--- src/rtl/mxv_scheduler_if.sv ---
// Port bundle for the matrix-vector scheduler: command inputs, matrix/vector
// RAM read ports, result FIFO write side, status pulses and FSM debug state.
interface mxv_scheduler_if #(
  parameter int MAX_N  = 8,
  parameter int DATA_W = 8,
  parameter int ACC_W  = 2*DATA_W + $clog2(MAX_N)
);
  localparam int MAW = $clog2(MAX_N*MAX_N);
  localparam int VAW = $clog2(MAX_N);
  localparam int SW  = $clog2(MAX_N+1);

  logic              start;
  logic              clear;
  logic [SW-1:0]     size;
  logic [MAW-1:0]    mat_addr;
  logic [DATA_W-1:0] mat_data;
  logic [VAW-1:0]    vec_addr;
  logic [DATA_W-1:0] vec_data;
  // FIFO write handshake: fifo_push is the valid strobe and !fifo_full the
  // ready; a row sum transfers only in a cycle where both are true, and
  // fifo_data holds its value for as long as the write is stalled.
  logic              fifo_push;
  logic [ACC_W-1:0]  fifo_data;
  logic              fifo_full;
  logic              busy;
  logic              done;
  logic              err;
  logic [2:0]        state_dbg;

  modport master (
    input  start, clear, size, mat_data, vec_data, fifo_full,
    output mat_addr, vec_addr, fifo_push, fifo_data, busy, done, err, state_dbg
  );
  modport slave (
    output start, clear, size, mat_data, vec_data, fifo_full,
    input  mat_addr, vec_addr, fifo_push, fifo_data, busy, done, err, state_dbg
  );
endinterface

--- src/rtl/mxv_scheduler.sv ---
// Walks an N x N matrix and N-vector row by row through one MAC and pushes
// each row sum into the result FIFO.
module mxv_scheduler #(
  parameter int MAX_N  = 8,
  parameter int DATA_W = 8,
  parameter int ACC_W  = 2*DATA_W + $clog2(MAX_N)
) (
  input logic           clk,
  input logic           reset,
  mxv_scheduler_if.master bus
);
  localparam int RW  = $clog2(MAX_N);
  localparam int SW  = $clog2(MAX_N+1);
  localparam int MAW = $clog2(MAX_N*MAX_N);

  typedef enum logic [2:0] {
    IDLE  = 3'd0,
    ISSUE = 3'd1,
    DRAIN = 3'd2,
    PUSH  = 3'd3,
    DONE  = 3'd4
  } state_t;

  state_t              state, state_d;
  logic [SW-1:0]       n_reg, n_reg_d;
  logic [RW-1:0]       row, row_d, col, col_d;
  logic [ACC_W-1:0]    acc;
  logic                rd_valid;
  logic                err_d;
  logic                size_ok, last_col, last_row;
  logic [2*DATA_W-1:0] product;
  logic [MAW-1:0]      mat_addr_q;
  logic [RW-1:0]       vec_addr_q;
  logic                busy_q, done_q, err_q;

  assign size_ok  = (bus.size != '0) && (bus.size <= SW'(MAX_N));
  assign last_col = (SW'(col) == n_reg - SW'(1));
  assign last_row = (SW'(row) == n_reg - SW'(1));
  assign product  = bus.mat_data * bus.vec_data;

  always_comb begin
    state_d = state;
    n_reg_d = n_reg;
    row_d   = row;
    col_d   = col;
    err_d   = 1'b0;
    if (bus.clear) begin
      state_d = IDLE;
      row_d   = '0;
      col_d   = '0;
    end else begin
      case (state)
        IDLE: begin
          if (bus.start) begin
            n_reg_d = bus.size;
            if (size_ok) begin
              state_d = ISSUE;
              row_d   = '0;
              col_d   = '0;
            end else begin
              err_d = 1'b1;
            end
          end
        end
        ISSUE: begin
          if (last_col) state_d = DRAIN;
          else          col_d   = col + RW'(1);
        end
        DRAIN: state_d = PUSH;
        PUSH: begin
          // A stalled write simply waits here with acc untouched.
          if (!bus.fifo_full) begin
            if (last_row) begin
              state_d = DONE;
            end else begin
              state_d = ISSUE;
              row_d   = row + RW'(1);
              col_d   = '0;
            end
          end
        end
        DONE: begin
          state_d = IDLE;
          row_d   = '0;
          col_d   = '0;
        end
        default: state_d = IDLE;
      endcase
    end
  end

  always_ff @(posedge clk or negedge reset) begin
    if (!reset) begin
      state      <= IDLE;
      n_reg      <= '0;
      row        <= '0;
      col        <= '0;
      acc        <= '0;
      rd_valid   <= 1'b0;
      mat_addr_q <= '0;
      vec_addr_q <= '0;
      busy_q     <= 1'b0;
      done_q     <= 1'b0;
      err_q      <= 1'b0;
    end else begin
      state    <= state_d;
      n_reg    <= n_reg_d;
      row      <= row_d;
      col      <= col_d;
      // Read data lags the issued address by one cycle.
      rd_valid <= (state == ISSUE) && !bus.clear;
      if (bus.clear)                         acc <= '0;
      else if (state == ISSUE && col == '0)  acc <= '0;
      else if (rd_valid)                     acc <= acc + ACC_W'(product);
      if (state_d == ISSUE) begin
        mat_addr_q <= MAW'(row_d) * MAW'(MAX_N) + MAW'(col_d);
        vec_addr_q <= col_d;
      end else begin
        mat_addr_q <= '0;
        vec_addr_q <= '0;
      end
      busy_q <= (state_d == ISSUE) || (state_d == DRAIN) || (state_d == PUSH);
      done_q <= (state_d == DONE);
      err_q  <= err_d;
    end
  end

  assign bus.mat_addr  = mat_addr_q;
  assign bus.vec_addr  = vec_addr_q;
  assign bus.fifo_push = (state == PUSH) && !bus.fifo_full && !bus.clear;
  assign bus.fifo_data = acc;
  assign bus.busy      = busy_q;
  assign bus.done      = done_q;
  assign bus.err       = err_q;
  assign bus.state_dbg = state;
endmodule

--- src/flat_wrapper.sv ---
// flat-port wrapper written by rule: the top's interface ports become plain ports
module mxv_scheduler_flat 
#(
  parameter int MAX_N  = 8,
  parameter int DATA_W = 8,
  parameter int ACC_W  = 2*DATA_W + $clog2(MAX_N)
)
  (clk, reset, bus_start, bus_clear, bus_size, bus_mat_data, bus_vec_data, bus_fifo_full, bus_mat_addr, bus_vec_addr, bus_fifo_push, bus_fifo_data, bus_busy, bus_done, bus_err, bus_state_dbg);
  mxv_scheduler_if #(.MAX_N(MAX_N), .DATA_W(DATA_W), .ACC_W(ACC_W)) bus_i ();
  input logic clk;
  input logic reset;
  input wire logic [$bits(bus_i.start)-1:0] bus_start;
  input wire logic [$bits(bus_i.clear)-1:0] bus_clear;
  input wire logic [$bits(bus_i.size)-1:0] bus_size;
  input wire logic [$bits(bus_i.mat_data)-1:0] bus_mat_data;
  input wire logic [$bits(bus_i.vec_data)-1:0] bus_vec_data;
  input wire logic [$bits(bus_i.fifo_full)-1:0] bus_fifo_full;
  output wire logic [$bits(bus_i.mat_addr)-1:0] bus_mat_addr;
  output wire logic [$bits(bus_i.vec_addr)-1:0] bus_vec_addr;
  output wire logic [$bits(bus_i.fifo_push)-1:0] bus_fifo_push;
  output wire logic [$bits(bus_i.fifo_data)-1:0] bus_fifo_data;
  output wire logic [$bits(bus_i.busy)-1:0] bus_busy;
  output wire logic [$bits(bus_i.done)-1:0] bus_done;
  output wire logic [$bits(bus_i.err)-1:0] bus_err;
  output wire logic [$bits(bus_i.state_dbg)-1:0] bus_state_dbg;
  assign bus_i.start = bus_start;
  assign bus_i.clear = bus_clear;
  assign bus_i.size = bus_size;
  assign bus_i.mat_data = bus_mat_data;
  assign bus_i.vec_data = bus_vec_data;
  assign bus_i.fifo_full = bus_fifo_full;
  assign bus_mat_addr = bus_i.mat_addr;
  assign bus_vec_addr = bus_i.vec_addr;
  assign bus_fifo_push = bus_i.fifo_push;
  assign bus_fifo_data = bus_i.fifo_data;
  assign bus_busy = bus_i.busy;
  assign bus_done = bus_i.done;
  assign bus_err = bus_i.err;
  assign bus_state_dbg = bus_i.state_dbg;
  mxv_scheduler #(.MAX_N(MAX_N), .DATA_W(DATA_W), .ACC_W(ACC_W)) u_core (.clk(clk), .reset(reset), .bus(bus_i));
endmodule
--- config.mk ---
export PLATFORM = sky130hd
export DESIGN_NAME = mxv_scheduler_flat
export DESIGN_NICKNAME = d
export VERILOG_FILES = /design/src/rtl/mxv_scheduler_if.sv /design/src/rtl/mxv_scheduler.sv /design/src/flat_wrapper.sv
export SDC_FILE = /design/constraint.sdc
export NUM_CORES = 1
export LEC_CHECK = 0
export CORE_AREA = 2 2 76 132
export DETAILED_ROUTE_END_ITERATION = 10
export DIE_AREA = 0 0 78 134
export HOLD_SLACK_MARGIN = 0.08
export PLACE_DENSITY = 0.74
export RECOVER_POWER = 100
export SYNTH_ARGS = -nofsm -noshare
export SYNTH_HDL_FRONTEND = slang
export SYNTH_SLANG_ARGS = --single-unit
--- constraint.sdc ---
create_clock -name clk -period 4.4 [get_ports clk]
set_clock_uncertainty 0.2 [all_clocks]
set_input_delay 0.44 -clock clk [delete_from_list [all_inputs] [get_ports clk]]
set_output_delay 0.44 -clock clk [all_outputs]
set_load 0.05 [all_outputs]
==> results.json <==
{
  "cp_slowest_stage_delay_ns": 0.54,
  "drt_iter0_drc": 137,
  "ys_ff_latch": 42,
  "drt_wl_total_um": 11800,
  "hold_buffers": 0,
  "cp-startpoint": "bus_mat_data[3]",
  "hold_viol_final": 0,
  "core_area_um2": 9410,
  "ys_types": 55,
  "synth-main-ff-cell": "dfrtp_1",
  "min_path_cells": 2,
  "synthMostInstantiatedCell": "inv_1",
  "drc": 0,
  "synth.top_cell.area_share_pct": 22.1,
  "tns_ns": 0,
  "place_ws_ns": -0.781,
  "grt.busiest_layer": "met2",
  "r2r_start": "u_core.bus.fifo_data[6]$_DFFE_PN0P_",
  "drt_pre_antenna_iters": 4,
  "cts_buffer_depth": 2,
  "grt_max_degree": 43,
  "syn_area_per_cell_um2": 9.09,
  "cp.arrival_ns": 4.30,
  "setup_viol_count_final": 0,
  "period_share_pct": 97.2,
  "largest_reg_flops": 19,
  "boundaryPins": 60,
  "path_cells": "clkbuf_4 -> and2_4 -> fa_1 -> fa_1 -> fa_1 -> inv_1 -> fa_1 -> inv_1 -> ha_4 -> and3_4 -> a221oi_4 -> o21a_1 -> or4_1 -> nand3_1",
  "grt_pass1_wl_um": 20000,
  "worst_pin_slew_ns": 2.31,
  "overflow": 0,
  "final-max-slew-violation-count": 43,
  "grt_util_met1_pct": 25.2,
  "finalPower_mw": 3.10,
  "reg2reg_slack_ns": 0.15,
  "synthTopCellsByCount": "103 x inv_1, 50 x fa_1, 45 x ha_1",
  "met2_usage_pct": 46.4,
  "dp_hpwl_um": 9520,
  "setup_ws_ns": 0.124,
  "synth-edff-count": 0,
  "fin_crit_ns": 4.28,
  "hold_class": "reg -> reg",
  "power_density_nw_per_um2": 517,
  "utilization_pct": 63.7,
  "cap_violations": 1,
  "violations": "max-capacitance violations, max-slew violations",
  "min-delay-start": "u_core.bus.fifo_data[0]$_DFFE_PN0P_",
  "die_area_um2": 10500,
  "root_buffer": "clkbuf_16",
  "diodes": 0,
  "yosysTopAreaCell": "dfrtp_1",
  "clock_latency_ns": 0.29,
  "grt_pass1_vias": 4413,
  "routabilityCongestion": 0.943,
  "io_buffer_count": 59,
  "cp-end-kind": "register",
  "whs_endpoint": "u_core.bus.fifo_data[0]$_DFFE_PN0P_",
  "via_per_inst": 5.48,
  "cpMostUsedCell": "fa_1",
  "gr-usage-all-layers_pct": 24.1,
  "nFillCells": 806,
  "synthTopCellsByArea": "dfrtp_1 22%, fa_1 21%, ha_1 12%, inv_1 8.1%, and2_1 5.0%",
  "use_met3_pct": 2.22,
  "antenna_left": 0,
  "synth-seq-area-share_pct": 22.1,
  "leakagePower_nw": 3.06,
  "routedWlPerCell_um": 16.0,
  "start_util_pct": 50.5,
  "cts_buffers": 5,
  "cts_sinks": 42,
  "dieHeight_um": 134,
  "syn_nets": 643,
  "syn_inst": 523,
  "rows": 47,
  "r2r_end": "u_core.bus.fifo_data[18]$_DFFE_PN0P_",
  "required_ns": 4.42,
  "cp-start-kind": "input pin",
  "drive_above_1_share_pct": 17.3,
  "worst-setup-path-type": "in -> reg",
  "cts_max_level": 2,
  "ir_drop_mv": 0.298,
  "routed-via-count": 4035,
  "antenna_found_initial": 0,
  "yosysWarnings": 0,
  "critPathMaxFanout": 7,
  "fin_nets": 733,
  "synth-async-reset-ratio_pct": 100,
  "cpMaxStageDelayCell": "fa_1",
  "outcome": "finished with violations",
  "clk_pin_slew_ns": 0.06,
  "areaGrowthSynthToFinish_pct": 26.0,
  "max_freq_mhz": 234,
  "dieWidth_um": 78,
  "worstRegToRegCells": 14,
  "cts_tree": "yes",
  "slew_headroom_pct": -54.0,
  "syn-cell-area_um2": 4760
}
[layout make-up]
type,count,area [µm²],share of cell area (%)
Clock buffer,7,143,2.38
Tap cell,122,153,2.55
Multi-Input combinational cell,361,3420,57.0
Sequential cell,42,1050,17.6
Clock inverter,1,5.00,0.0835
Timing Repair Buffer,100,835,13.9
Inverter,103,387,6.45
[routing by layer]
metal	routed length, µm	vias to the layer above	part of all wire [%]
met4	478	0	4.1
met3	333	31	2.8
li1	-	1887	-
met1	4200	2009	36
met5	0	-	0
met2	6740	108	57
[worst max path at each step]
stage          depth (start not counted)                                    to  slack (ns)
2_1_floorplan                         13  u_core.bus.fifo_data[15]$_DFFE_PN0P_       0.007
3_3_place_gp                          15  u_core.bus.fifo_data[12]$_DFFE_PN0P_       -0.71
3_5_place_dp                          15  u_core.bus.fifo_data[15]$_DFFE_PN0P_       -0.78
4_1_cts                               15  u_core.bus.fifo_data[18]$_DFFE_PN0P_       0.002
5_1_grt                               14  u_core.bus.fifo_data[18]$_DFFE_PN0P_      -0.005
6_report                              14  u_core.bus.fifo_data[15]$_DFFE_PN0P_        0.12
[worst max-delay path, delay by kind of cell]
| family | cells | cell delay (ns) |
|---|---|---|
| AO/OA/AOI/OAI | 2 | 0.31 |
| adder cells (fa/ha/maj) | 5 | 2.33 |
| buffers and inverters | 3 | 0.28 |
| AND/OR/NAND/NOR | 4 | 0.92 |
[what timing repair did]
item / CTS / global route
endpoints found under the setup margin: 12 / 9
gates resized for setup: 77 / 28
pin swaps: 10 / 27
gates cloned: 0 / 0
setup buffers: 0 / 4
[placed cells by master (no fill, tap or decap), types with 9 or more instances in the layout]
| cell type | n |
|---|---|
| ha_1 | 39 |
| mux2i_1 | 13 |
| a21oi_1 | 15 |
| nand2b_1 | 9 |
| dlygate4sd3_1 | 37 |
| nand2_1 | 35 |
| dfrtp_1 | 39 |
| and2_1 | 36 |
| fa_1 | 46 |
| buf_4 | 46 |
| inv_1 | 102 |
| nor2_1 | 23 |
| nand3_1 | 14 |
[stage by stage]
step	hold slack (ns)	area, µm²	cells
global route	0.393	5990	736
CTS	0.147	5900	732
detailed placement	0.350	5750	724
finish	0.357	5990	736
floorplan	-0.0556	4820	523
global placement	0.338	5750	724
[power by group]
part / internal (mW) / total, mW / switching [mW]
combinational: 1.03 / 2.23 / 1.20
sequential: 0.433 / 0.496 / 0.0630
clock: 0.225 / 0.371 / 0.146
[logic make-up (layout without fill, tap and decap cells)]
| kind of cell | Yosys count | count (layout) | synth area share (%) |
|---|---|---|---|
| compound gates | 75 | 75 | 11.3 |
| xor+xnor | 12 | 12 | 2.21 |
| fa+ha+maj | 95 | 95 | 32.9 |
| buf+inv | 120 | 211 | 9.76 |
| flops | 42 | 42 | 22.1 |
| mux | 19 | 19 | 4.16 |
| simple gates | 160 | 160 | 17.5 |
Note: power is estimated with default switching activity, not from simulation.
